### src/rtl/hdmi_packet_pkg.sv
// Shared types, slot timing constants and the serial BCH step used by the
// data island packet path.
//   header_t      : 24-bit packet header HB0..HB2
//   subpacket_t   : 56-bit subpacket payload
//   next_ecc      : one bit of the reflected serial BCH(64,56) LFSR
package hdmi_packet_pkg;

  typedef logic [23:0] header_t;
  typedef logic [55:0] subpacket_t;

  localparam int PACKET_CYCLES = 32;
  localparam int HDR_ECC_START = 24;
  localparam int SUB_ECC_START = 28;

  localparam header_t    NULL_HEADER      = '0;
  localparam logic [7:0] ECC_POLY_DEFAULT = 8'h83;

  // Shift right and fold the feedback mask in whenever the outgoing LSB
  // differs from the incoming data bit.
  function automatic logic [7:0] next_ecc(input logic [7:0] e, input logic b,
                                          input logic [7:0] poly);
    next_ecc = (e >> 1) ^ ((e[0] ^ b) ? poly : 8'h00);
  endfunction

endpackage

### src/rtl/packet_fifo.sv
// Whole-packet FIFO. One entry holds {header, subpackets}. Level is a
// registered count, so full/empty change only on the clock edge.
// Ports:
//   clk_pixel, reset : clock, synchronous active-high reset (empties FIFO)
//   push, wr_data    : write one packet (caller guarantees !full)
//   pop              : drop the head (caller guarantees !empty)
//   rd_data          : head entry, stable until popped
//   level            : packets queued
//   full, empty      : derived from level
module packet_fifo #(
  parameter int DEPTH = 2,
  parameter int W     = 248
) (
  input  logic                     clk_pixel,
  input  logic                     reset,
  input  logic                     push,
  input  logic [W-1:0]             wr_data,
  input  logic                     pop,
  output logic [W-1:0]             rd_data,
  output logic [$clog2(DEPTH):0]   level,
  output logic                     full,
  output logic                     empty
);
  localparam int AW = $clog2(DEPTH);
  localparam int LW = AW + 1;

  logic [W-1:0]  mem [DEPTH];
  logic [AW-1:0] wr_ptr;
  logic [AW-1:0] rd_ptr;

  // DEPTH is a power of two, so the pointers wrap naturally.
  always_ff @(posedge clk_pixel) begin
    if (reset) begin
      wr_ptr <= '0;
      rd_ptr <= '0;
      level  <= '0;
    end else begin
      if (push) wr_ptr <= wr_ptr + 1'b1;
      if (pop)  rd_ptr <= rd_ptr + 1'b1;
      level <= level + LW'(push) - LW'(pop);
    end
  end

  always_ff @(posedge clk_pixel) begin
    if (push) mem[wr_ptr] <= wr_data;
  end

  assign rd_data = mem[rd_ptr];
  assign full    = (level == LW'(DEPTH));
  assign empty   = (level == '0);

endmodule

### src/rtl/packet_stream_assembler.sv
// Buffers whole packets and streams them in back-to-back 32-cycle slots while
// data_island_period is high, appending serially computed BCH parity. A null
// packet (all zero) fills any slot that starts with the FIFO empty.
// Optional build macro: PACKET_ECC_INJECT_EN adds ecc_inject, which flips
// bit 0 of every emitted parity byte for a slot when high at slot_start.
// Ports:
//   clk_pixel, reset      : pixel clock, synchronous active-high reset
//   data_island_period    : slots advance while high
//   pkt_valid/pkt_ready   : packet handshake, ready = FIFO not full
//   pkt_header, pkt_sub   : packet contents
//   packet_data           : [0] header BCH bit, [k+1]/[k+1+N] even/odd bits of subpacket k
//   counter               : bit position in the slot
//   slot_start            : counter==0 while island active
//   null_slot             : current slot carries the null packet
//   slot_aborted          : pulse after the island drops mid-slot
//   fifo_level            : packets queued
module packet_stream_assembler
  import hdmi_packet_pkg::*;
#(
  parameter int         FIFO_DEPTH     = 2,
  parameter int         NUM_SUBPACKETS = 4,
  parameter logic [7:0] ECC_POLY       = ECC_POLY_DEFAULT
) (
  input  logic                                clk_pixel,
  input  logic                                reset,
  input  logic                                data_island_period,
  input  logic                                pkt_valid,
  output logic                                pkt_ready,
  input  header_t                             pkt_header,
  input  logic [NUM_SUBPACKETS-1:0][55:0]     pkt_sub,
`ifdef PACKET_ECC_INJECT_EN
  input  logic                                ecc_inject,
`endif
  output logic [2*NUM_SUBPACKETS:0]           packet_data,
  output logic [4:0]                          counter,
  output logic                                slot_start,
  output logic                                null_slot,
  output logic                                slot_aborted,
  output logic [$clog2(FIFO_DEPTH):0]         fifo_level
);
  localparam int N  = NUM_SUBPACKETS;
  localparam int PW = 24 + 56 * N;

  logic                island;
  logic                push, pop, fifo_full, fifo_empty;
  logic [PW-1:0]       head;
  logic                null_q, cur_null;
  logic                inj_q, inj_now;
  logic                last_cyc;
  header_t             cur_hdr;
  logic [N-1:0][55:0]  cur_sub;
  logic [7:0]          hdr_ecc;
  logic [31:0]         hdr_bch;

  assign island = data_island_period;

`ifdef PACKET_ECC_INJECT_EN
  assign inj_now = ecc_inject;
`else
  assign inj_now = 1'b0;
`endif

  packet_fifo #(.DEPTH(FIFO_DEPTH), .W(PW)) u_fifo (
    .clk_pixel (clk_pixel),
    .reset     (reset),
    .push      (push),
    .wr_data   ({pkt_header, pkt_sub}),
    .pop       (pop),
    .rd_data   (head),
    .level     (fifo_level),
    .full      (fifo_full),
    .empty     (fifo_empty)
  );

  assign pkt_ready = !fifo_full;
  assign push      = pkt_valid && pkt_ready;
  assign last_cyc  = (counter == 5'(PACKET_CYCLES - 1));

  // Slot source is decided at counter 0 from the live FIFO state and held in
  // null_q for the rest of the slot, so a push into an empty FIFO mid-slot
  // cannot leak into a null slot.
  assign cur_null   = (counter == '0) ? fifo_empty : null_q;
  assign slot_start = island && (counter == '0);
  assign null_slot  = island && cur_null;

  // The head is not popped until the last cycle, so it is read in place.
  assign pop     = island && last_cyc && !null_q;
  assign cur_hdr = cur_null ? NULL_HEADER : head[PW-1 -: 24];
  assign cur_sub = cur_null ? '0 : head[56*N-1:0];

  // Slot control. Dropping the island anywhere but after the last cycle
  // leaves counter nonzero, which is the abort condition.
  always_ff @(posedge clk_pixel) begin
    if (reset) begin
      counter      <= '0;
      null_q       <= 1'b0;
      inj_q        <= 1'b0;
      slot_aborted <= 1'b0;
    end else begin
      slot_aborted <= !island && (counter != '0);
      if (island) begin
        counter <= counter + 5'd1;
        if (counter == '0) begin
          null_q <= fifo_empty;
          inj_q  <= inj_now;
        end
      end else begin
        counter <= '0;
      end
    end
  end

  // Header lane: 24 data bits then 8 parity bits, one per cycle. The parity
  // register is complete exactly when counter reaches 24.
  assign hdr_bch = {hdr_ecc ^ {7'b0, inj_q}, cur_hdr};

  always_ff @(posedge clk_pixel) begin
    if (reset || !island || last_cyc)
      hdr_ecc <= '0;
    else if (counter < 5'(HDR_ECC_START))
      hdr_ecc <= next_ecc(hdr_ecc, hdr_bch[counter], ECC_POLY);
  end

  assign packet_data[0] = island & hdr_bch[counter];

  // Subpacket lanes: two bits per cycle, 56 data bits then 8 parity bits.
  for (genvar k = 0; k < N; k++) begin : g_lane
    logic [7:0]  ecc;
    logic [63:0] bch;
    logic [5:0]  bi_even, bi_odd;

    assign bi_even = {counter, 1'b0};
    assign bi_odd  = {counter, 1'b1};
    assign bch     = {ecc ^ {7'b0, inj_q}, cur_sub[k]};

    always_ff @(posedge clk_pixel) begin
      if (reset || !island || last_cyc)
        ecc <= '0;
      else if (counter < 5'(SUB_ECC_START))
        ecc <= next_ecc(next_ecc(ecc, bch[bi_even], ECC_POLY), bch[bi_odd], ECC_POLY);
    end

    assign packet_data[k+1]   = island & bch[bi_even];
    assign packet_data[k+1+N] = island & bch[bi_odd];
  end

endmodule

### config.mk
export PLATFORM = sky130hd
export DESIGN_NAME = packet_stream_assembler
export DESIGN_NICKNAME = d
export VERILOG_FILES = /design/src/rtl/hdmi_packet_pkg.sv /design/src/rtl/packet_fifo.sv /design/src/rtl/packet_stream_assembler.sv
export SDC_FILE = /design/constraint.sdc
export NUM_CORES = 1
export LEC_CHECK = 0
export ABC_AREA = 0
export CAP_MARGIN = 10
export CORE_UTILIZATION = 30
export DETAILED_ROUTE_END_ITERATION = 8
export GPL_TIMING_DRIVEN = 0
export PLACE_DENSITY_LB_ADDON = 0.25
export SLEW_MARGIN = 20
export SYNTH_ARGS = -nofsm -noshare
export SYNTH_HDL_FRONTEND = slang
export SYNTH_HIERARCHICAL = 1
export SYNTH_SLANG_ARGS = --single-unit
export TNS_END_PERCENT = 100
### constraint.sdc
create_clock -name clk_pixel -period 17.5 [get_ports clk_pixel]
set_input_delay 3.5 -clock clk_pixel [delete_from_list [all_inputs] [get_ports clk_pixel]]
set_output_delay 3.5 -clock clk_pixel [all_outputs]
set_load 0.02 [all_outputs]
==> results of run 1 <==
[logic make-up after synthesis]
kind of cell	count (synthesis)	share of synthesized area
fa+ha+maj	5	0.00259
buf+inv	82	0.0335
flops	548	0.659
xor+xnor	19	0.00776
mux	340	0.227
simple gates	194	0.0397
compound gates	105	0.0308
[metrics by stage]
stage	cells	util	total power, mW	hold WS, ns	instance area [um^2]
floorplan	1293	-	1.82	0.440	24200
global route	2744	0.386	3.32	0.497	30600
finish	2744	0.386	3.19	0.472	30600
detailed placement	2632	0.361	1.97	0.465	28700
CTS	2744	0.386	3.25	0.462	30600
global placement	2614	0.355	2.00	0.453	28200
[Yosys cell counts (all sizes together), types with 7 or more instances]
cell type and count:
mux4 68, mux2 251, edfxtp 496, a32o 8, and2 14, mux2i 21, nor2 30, and3 7
a21oi 29, o31ai 7, nand3 10, o22ai 10, xnor2 11, nand2 85, o21ai 9, clkbuf 20
buf 49, xor2 7, inv 13, nor4 10, dfxtp 52
[power by group]
part / total [mW] / internal, mW / switching [mW]
combinational: 0.363 / 0.194 / 0.169
clock: 1.26 / 0.744 / 0.516
sequential: 1.57 / 1.54 / 0.0276
[flip-flops by register name, indices dropped and copies added, names as in the netlist, named ones only]
register,flops
counter,5
g_lane.ecc,32
hdr_ecc,8
null_q,1
slot_aborted,1
u_fifo/level,2
u_fifo/mem,496
u_fifo/rd_ptr,1
u_fifo/wr_ptr,1
[final cells by class]
type,count,area (um^2),share of cell area
multi-input combinational,663,7450,0.243
sequential,548,15900,0.520
timing repair buffer,289,3140,0.103
buffer,69,762,0.0249
inverter,13,48.8,0.00159
clock buffer,76,1630,0.0531
clock inverter,36,349,0.0114
tap,1050,1310,0.0429
[critical path, cell delays in order]
cell and delay [ns]:
clkdlybuf4s50_1 0.57, inv_1 0.08, clkbuf_1 0.36, nor4_1 0.48, clkdlybuf4s50_1 0.76
[worst max-delay path by stage]
stage,from,end,cells past startpoint
2_1_floorplan,pkt_valid,u_fifo/mem[0][0],2
5_1_grt,data_island_period,packet_data[3],5
3_5_place_dp,data_island_period,packet_data[3],5
4_1_cts,data_island_period,packet_data[3],5
3_3_place_gp,pkt_valid,u_fifo/mem[0][109],3
6_report,data_island_period,packet_data[4],5
[routing by layer]
layer / part of all wire / GRT usage
met2: 0.51 / 0.264
met4: 0.021 / 0.0374
met1: 0.42 / 0.189
met5: 0 / 0
met3: 0.050 / 0.0284
==> summary.txt, run 1 <==
STA
  • Final setup fails: 0
  • Setup tns final: 0 ns
  • Post-route setup slack: between 8 and 9 ns
  • Peak Freq: between 100 and 150 MHz
  • Worst-Margin Slew: 1.07 ns
  • Hold Vio Cnt, Final: 0
  • Period utilization: 0.530
  • Clock Skews: between 0.01 and 0.015 ns
  • Post-layout min period: a little over 9 ns
  • Max-slew violations: 0
  • Worst slew margin: 0.289
  • RSZ-0062 raised after global routing: no

Hold path
  • HP Class: flip-flop to flip-flop
  • Hold depth: 2
  • Worst Min Path Start: hdr_ecc[3]
  • Hold endpoint: hdr_ecc[3]

Clocking
  • Gates resized, CTS repair: 0
  • Clock Path Buffers: 3
  • Worst-Skew Late Latency: 0.61 ns
  • CTS H-tree depth: 2
  • Clock transition at path regs: about 0.060 ns
  • Clock Sinks: between 500 and 600
  • Post-CTS Setup Inserts: 0
  • CTS root buf: clkbuf_16
  • TritonCTS buffer count: 61
  • CTS tree: yes
  • CTS Hold Buffers Added: 0

Logic synthesis
  • Syn_nets: 1550
  • Yosys reg bits: roughly 550
  • Synth top area share: 0.616
  • Top_reg_cell synth: edfxtp_1
  • Post-synth EDFFs: approximately 500
  • Synthesized cell area: 0.0242 mm^2
  • Top cell type by total area after synthesis: edfxtp_1
  • Warnings from Yosys: 6
  • Top cells by area, synth: edfxtp_1 (62%), mux2_4 (12%), mux4_1 (4.8%)
  • Mean Syn Cell Area: 18.7 um^2
  • Post-synth ARST share: 0
  • Synth unique cells: between 70 and 80
  • Synth Instances: ~1300
  • Sequential area share after synthesis: 0.659

GRT
  • Largest net degree at the start of global routing: 50
  • Total track usage: 0.150
  • GR Overflow Total: 0
  • Initial antenna violation count: 0
  • Vias in the first global route: around 14000
  • First-pass GRT wire length: approximately 90000 um

Routing
  • Vias per inst: between 4 and 5
  • Drt pass-1 iters: 5
  • Mean routed wirelength per cell: 22.6 um
  • DRC: 0
  • Routed WL: ~62000 um
  • Antenna Nets Post-Route: 0
  • DR iter-0 viols: 704
  • Vias: around 13000

Power
  • Peak supply drop: 0.0000717 V
  • P_leak: 10.5 nW
  • Pwr per Cell Area: ~100 mW/mm^2

Setup path
  • R2R Setup Slk: around 13 ns
  • Worst R2R End: g_lane[0].ecc[1]
  • Reg2reg path depth: 15
  • Worst Path Arrival: slightly below 6 ns
  • Worst Path Required: ~14 ns
  • Crit path capture type: output pin
  • Startpoint types: input port
  • Reg2reg start: counter[0]
  • Kind of critical path: input port to output pin
  • Largest fanout on the critical path: 10

Floorplan
  • Die Ht: 286 um
  • Boundary Pins: ~270
  • Chip width: about 290 um
  • Initial Utilization: 0.305
  • Die area: 0.0818 mm^2
  • Core ar.: 0.0794 mm^2
  • # rows: 103

Cells and area
  • Area grow syn2layout: 26.6%
  • ANT cells: 0
  • Final Net Count: ~1900
  • Fill count: between 7000 and 8000
  • Most common cell after layout, fill and taps aside: edfxtp_1
  • Layout cells sized above 1: 0.267
  • Most frequent cells in the layout: edfxtp_1 (496), clkdlybuf4s50_1 (271), mux2_4 (201)

Placement
  • Place WS: slightly above 8 ns
  • Detail Placement HPWL: between 40000 and 50000 um
  • IO buf count: 271
  • RePlAce Congestion: roughly 0.80

Flow run
  • Max Cap Viol: 0

Run status
  • Outcome: completed
No activity file was read; power rests on OpenSTA's default activity.
==> run 2: changes to the inputs <==
==> constraint.sdc (replaced) <==
create_clock -name clk_pixel -period 9.5 [get_ports clk_pixel]
set_input_delay 1.9 -clock clk_pixel [delete_from_list [all_inputs] [get_ports clk_pixel]]
set_output_delay 1.9 -clock clk_pixel [all_outputs]
set_load 0.02 [all_outputs]
==> run 2 against run 1 <==
Routed wire length is 1.1% higher. Count of clock-buffer cells in the layout grew 8. Sequential power grew 84%. Critical endpoint is now packet_data[2]. Total power increased by 90%. Critical path depth up 7. Via count is 0.40% higher. Register-to-register slack lost 8.1 ns. Die area did not move. Sequential share of layout area is 0.30 points lower. Combinational power rose by 85%. Hold slack lost 0.0050 ns.
==> summary.txt, run 2 (same netlist as run 1, synthesis figures left out) <==
Run status
  • Outcome: completed

Cells and area
  • ANT cells: 0
  • Most frequent cells in the layout: edfxtp_1 (496), clkdlybuf4s50_1 (271), mux2_4 (201)
  • Utilization after layout: 0.388
  • Most common cell after layout, fill and taps aside: edfxtp_1
  • Layout cells sized above 1: 0.271
  • Max reg flops: 496
  • Final Net Count: around 1900
  • Largest Register: u_fifo/mem
  • Design Area, Final: a little over 0.03 mm^2
  • Area grow syn2layout: 27.3%
  • Largest regs: u_fifo/mem x496, g_lane.ecc x32, hdr_ecc x8
  • Fill count: approximately 7300

Routing
  • Mean routed wirelength per cell: 22.9 um
  • Routed WL: between 60000 and 70000 um
  • DRC: 0
  • Antenna Nets Post-Route: 0
  • Drt pass-1 iters: 5
  • Vias per inst: roughly 4.7
  • Vias: about 13000
  • DR iter-0 viols: around 620

STA
  • Setup tns final: 0 ns
  • Hold Vio Cnt, Final: 0
  • Period utilization: 0.720
  • Clock Skews: roughly 0.030 ns
  • Worst slew margin: 0.281
  • RSZ-0062 raised after global routing: no
  • Hold slack final: between 0.4 and 0.5 ns
  • Final setup fails: 0
  • Peak Freq: around 150 MHz
  • Post-layout min period: around 6.8 ns
  • Max-slew violations: 0
  • Worst-Margin Slew: 1.08 ns

Setup path
  • Worst R2R End: g_lane[0].ecc[1]
  • Reg2reg start: counter[0]
  • Startpoint types: flip-flop
  • CP max stage cell: o22ai_1
  • Critical path origin: counter[0]
  • Worst Path Arrival: a little under 5 ns
  • Slowest cell delay on critical path: 0.82 ns
  • Crit path depth: 12
  • Crit-path most repeated cell: buf_6
  • Largest fanout on the critical path: 10
  • Critical path's top delay family: buffers and inverters
  • Worst Path Required: approximately 7.6 ns
  • R2R Setup Slk: around 4.6 ns
  • Worst path bufs/invs: 7
  • Crit path capture type: output pin
  • CP Cell Sequence: buf_6, buf_12, buf_12, buf_6, buf_6, inv_1, ha_1, nor3b_1, o22ai_1, o22ai_1, nor4_1, clkdlybuf4s50_1
  • Crit path capture: packet_data[2]
  • Reg2reg path depth: 15
  • Kind of critical path: flip-flop to output pin

Hold path
  • HP Class: flip-flop to flip-flop

Floorplan
  • Chip width: 286 um
  • # rows: a little over 100
  • Boundary Pins: 272
  • Die area: a little over 0.08 mm^2
  • Die Ht: roughly 290 um
  • Initial Utilization: 0.305
  • Core ar.: about 0.079 mm^2

Clocking
  • Clock transition at path regs: 0.06 ns
  • CTS H-tree depth: 3
  • CTS Hold Buffers Added: 0
  • Clock Path Buffers: 3
  • CTS root buf: clkbuf_16
  • TritonCTS buffer count: 66
  • CTS tree: yes
  • Gates resized, CTS repair: 0
  • Clock Sinks: about 550
  • Worst-Skew Late Latency: around 0.60 ns
  • Post-CTS Setup Inserts: 0

Power
  • Comb pwr share: 0.111
  • Peak supply drop: ~0.00010 V
  • Sequential Power Share: 0.478
  • P_leak: ~11 nW
  • Clock power share: 0.411
  • Power Internal: between 4 and 5 mW
  • P_sw: 1.38 mW
  • Total power: about 6.1 mW
  • Sw frac: 0.227
  • Pwr per Cell Area: between 150 and 200 mW/mm^2

GRT
  • GR Overflow Total: 0
  • Vias in the first global route: 13700
  • Initial antenna violation count: 1
  • First-pass GRT wire length: slightly above 90000 um
  • Largest net degree at the start of global routing: between 50 and 60
  • Total track usage: 0.153

Placement
  • IO buf count: 271
  • RePlAce Congestion: 0.827
  • Placed Area: around 0.029 mm^2
  • Detail Placement HPWL: between 40000 and 50000 um

Flow run
  • Max Cap Viol: 0
run 2: cell types whose count changed in the layout (fill, tap and decap cells not counted):
cell / previous run / this run
clkbuf_16: 63 / 68
buf_16: 9 / 12
buf_12: 15 / 11
clkbuf_1: 26 / 27
inv_6: 3 / 6
clkinv_4: 2 / 3
clkbuf_8: 7 / 9
clkinv_1: 12 / 8
clkinvlp_4: 6 / 3
clkinv_8: 0 / 3
bufinv_16: 6 / 5
run 2: worst min path at each step:
stage,from,to,slack (ns),cells past startpoint
after floorplan,g_lane[0].ecc[5],g_lane[0].ecc[5],0.44,2
after global placement,g_lane[0].ecc[5],g_lane[0].ecc[5],0.45,2
after detailed placement,hdr_ecc[5],hdr_ecc[5],0.46,2
after CTS,g_lane[2].ecc[6],g_lane[2].ecc[4],0.46,2
after global routing,g_lane[0].ecc[4],g_lane[0].ecc[4],0.48,2
final,hdr_ecc[5],hdr_ecc[5],0.47,2
run 2: power by group through the flow:
stage | Clock (mW) | Combinational (mW) | Sequential, mW
after floorplan | 0 | 0.354 | 2.98
after global placement | 0 | 0.619 | 3.02
after detailed placement | 0 | 0.683 | 2.95
after CTS | 2.58 | 0.687 | 2.90
after global routing | 2.66 | 0.722 | 2.91
final | 2.49 | 0.672 | 2.89
run 2: final cells by class:
type / instances / area (um^2) / area share
Buffer: 69 / 762 / 0.0247
Clock buffer: 84 / 1780 / 0.0578
Clock inverter: 35 / 365 / 0.0119
Inverter: 13 / 48.8 / 0.00158
Multi-Input combinational cell: 663 / 7450 / 0.242
Sequential cell: 548 / 15900 / 0.517
Tap cell: 1050 / 1310 / 0.0427
Timing Repair Buffer: 288 / 3140 / 0.102
run 2: metrics by stage:
| step | setup WS (ns) | instances |
|---|---|---|
| after global placement | -4.43 | 2614 |
| after floorplan | 0.385 | 1293 |
| after global routing | 2.49 | 2750 |
| final | 2.66 | 2750 |
| after CTS | 2.77 | 2750 |
| after detailed placement | 3.46 | 2631 |
run 2: layer usage:
metal,vias up,GRT usage,share of wire
met2,338,0.262,0.50
met5,-,0,0
met1,6578,0.186,0.42
met4,0,0.0537,0.032
li1,5914,-,-
met3,113,0.0364,0.055
run 2: worst register-to-register path, stage by stage (launching register included):
cell	delay (ns)
dfxtp_1	0.37
buf_6	0.22
buf_12	0.20
buf_12	0.20
buf_6	0.26
buf_6	0.23
inv_1	0.22
ha_1	0.28
nor3b_1	0.15
o22ai_1	0.82
o22ai_1	0.26
or4_4	0.56
and2_0	0.17
clkbuf_1	0.16
a2111oi_0	0.49
o2111ai_1	0.18
==> run 3: changes to the inputs <==
==> constraint.sdc (replaced) <==
create_clock -name clk_pixel -period 6.8 [get_ports clk_pixel]
set_input_delay 1.36 -clock clk_pixel [delete_from_list [all_inputs] [get_ports clk_pixel]]
set_output_delay 1.36 -clock clk_pixel [all_outputs]
set_load 0.02 [all_outputs]
==> run 3 against run 2 <==
Routed wire length increased by 0.49%. Total power increased by 39%. Combinational power increased by 38%. Sequential power increased by 40%. First-iteration DRC count increased by 0.97%. Global-route usage about the same. Via count decreased by 0.19%. Final cell count about the same. Count of clock-buffer cells in the layout decreased by 2. Clock skew decreased by 0.014 ns. Core utilization decreased by 0.12 points. Critical path type unchanged. Critical endpoint is now packet_data[5]. Largest power group unchanged.
==> summary.txt, run 3 (same netlist as run 1, synthesis figures left out) <==
Placement
  • Detail Placement HPWL: around 44000 um
  • Place WS: between 1 and 1.5 ns
  • IO buf count: ~270
  • RePlAce Congestion: roughly 0.81

Routing
  • Mean routed wirelength per cell: about 23 um
  • Antenna Nets Post-Route: 0
  • Vias per inst: 4.70
  • DRC: 0
  • Vias: ~13000
  • Drt pass-1 iters: 5
  • Routed WL: between 60000 and 70000 um
  • DR iter-0 viols: a little over 600

Clocking
  • TritonCTS buffer count: 67
  • Gates resized, CTS repair: 0
  • CTS root buf: clkbuf_16
  • Worst-Skew Late Latency: 0.59 ns
  • CTS H-tree depth: 3
  • Clock Path Buffers: 3
  • CTS tree: yes
  • Clock Sinks: roughly 550
  • Clock transition at path regs: about 0.060 ns
  • CTS Hold Buffers Added: 0
  • Post-CTS Setup Inserts: 0

Cells and area
  • Largest Register: u_fifo/mem
  • Area grow syn2layout: 27.0%
  • Final Net Count: 1906
  • Most frequent cells in the layout: edfxtp_1 (496), clkdlybuf4s50_1 (271), mux2_4 (201)
  • Largest regs: u_fifo/mem x496, g_lane.ecc x32, hdr_ecc x8
  • Utilization after layout: 0.387
  • Max reg flops: about 500
  • Layout cells sized above 1: 0.268
  • ANT cells: 0
  • Most common cell after layout, fill and taps aside: edfxtp_1

Power
  • Pwr per Cell Area: approximately 270 mW/mm^2
  • Peak supply drop: around 0.00015 V
  • P_leak: between 10 and 15 nW

GRT
  • Initial antenna violation count: 2
  • Largest net degree at the start of global routing: between 40 and 50
  • GR Overflow Total: 0
  • First-pass GRT wire length: 90400 um
  • Total track usage: 0.153
  • Vias in the first global route: approximately 14000

Floorplan
  • Boundary Pins: about 270
  • Initial Utilization: 0.305
  • # rows: just over 100
  • Core ar.: between 0.07 and 0.08 mm^2
  • Die area: 0.0818 mm^2
  • Chip width: 286 um
  • Die Ht: 286 um

Setup path
  • Largest fanout on the critical path: 10
  • Startpoint types: flip-flop
  • Worst Path Required: approximately 5.4 ns
  • Critical path's top delay family: buffers and inverters
  • Worst path bufs/invs: 7
  • Slowest cell delay on critical path: about 0.7 ns
  • Kind of critical path: flip-flop to output pin
  • CP Cell Sequence: buf_6, buf_12, buf_12, buf_6, buf_6, inv_1, ha_1, nor4b_2, or2b_2, a32o_1, or2_2, nor2_1, clkdlybuf4s50_1
  • Crit path depth: 13
  • Reg2reg path depth: 15
  • Crit path capture type: output pin
  • Worst Path Arrival: roughly 4.9 ns
  • Crit-path most repeated cell: buf_6
  • CP max stage cell: clkdlybuf4s50_1

Run status
  • Outcome: completed

STA
  • Worst-Margin Slew: about 1 ns
  • Clock Skews: 0.0163 ns
  • Hold slack final: 0.474 ns
  • Worst slew margin: 0.335
  • Period utilization: 0.924
  • Max-slew violations: 0
  • Final setup fails: 0
  • Peak Freq: between 150 and 200 MHz
  • RSZ-0062 raised after global routing: no
  • Post-layout min period: around 6.3 ns
  • Post-route setup slack: roughly 0.51 ns
  • Hold Vio Cnt, Final: 0

Hold path
  • Hold depth: 2
  • HP Class: flip-flop to flip-flop

Flow run
  • Max Cap Viol: 0
run 3: path summary, 6_finish.rpt:
check	startpoint	end	slack, ns
setup reg to reg	counter[0]	g_lane[0].ecc[1]	2.05
hold / removal	g_lane[2].ecc[6]	g_lane[2].ecc[4]	0.47
setup / recovery	counter[0]	packet_data[5]	0.51
hold reg to reg	g_lane[2].ecc[6]	g_lane[2].ecc[4]	0.47
run 3: per-layer routing:
layer	vias to the layer above	share of wire	GRT usage
met3	99	0.049	0.0308
met5	-	0.00049	0
li1	5908	-	-
met2	323	0.51	0.269
met4	4	0.028	0.0548
met1	6584	0.41	0.185
run 3: final cells by class:
type	count	area [um^2]
inverters	13	48.8
plain buffers	69	762
well taps	1050	1310
flip-flops and latches	548	15900
fillers	7299	48700
multi-input cells	663	7450
clock buffers	82	1790
clock inverters	39	328
repair buffers	287	3090
run 3: tightest hold or removal path, stage by stage (launching register included):
cell     delay, ns
dfxtp_1       0.32
nand2_1       0.06
a21oi_1       0.06
run 3: per-stage QoR:
stage,setup TNS (ns),instance area [um^2],std cells,total power [mW]
finish,0,30700,2751,8.40
CTS,0,30700,2751,8.55
floorplan,0,24200,1293,4.63
detailed placement,0,28600,2630,5.06
global route,0,30700,2751,8.73
global placement,-746.70,28200,2614,5.03
run 3: report_power, final:
group	total, mW	internal (mW)	switching (mW)	leakage, nW
clock network	3.43	2.03	1.40	1.01
logic	0.928	0.491	0.437	4.49
registers	4.05	3.97	0.0720	5.06
total	8.40	6.49	1.91	10.6
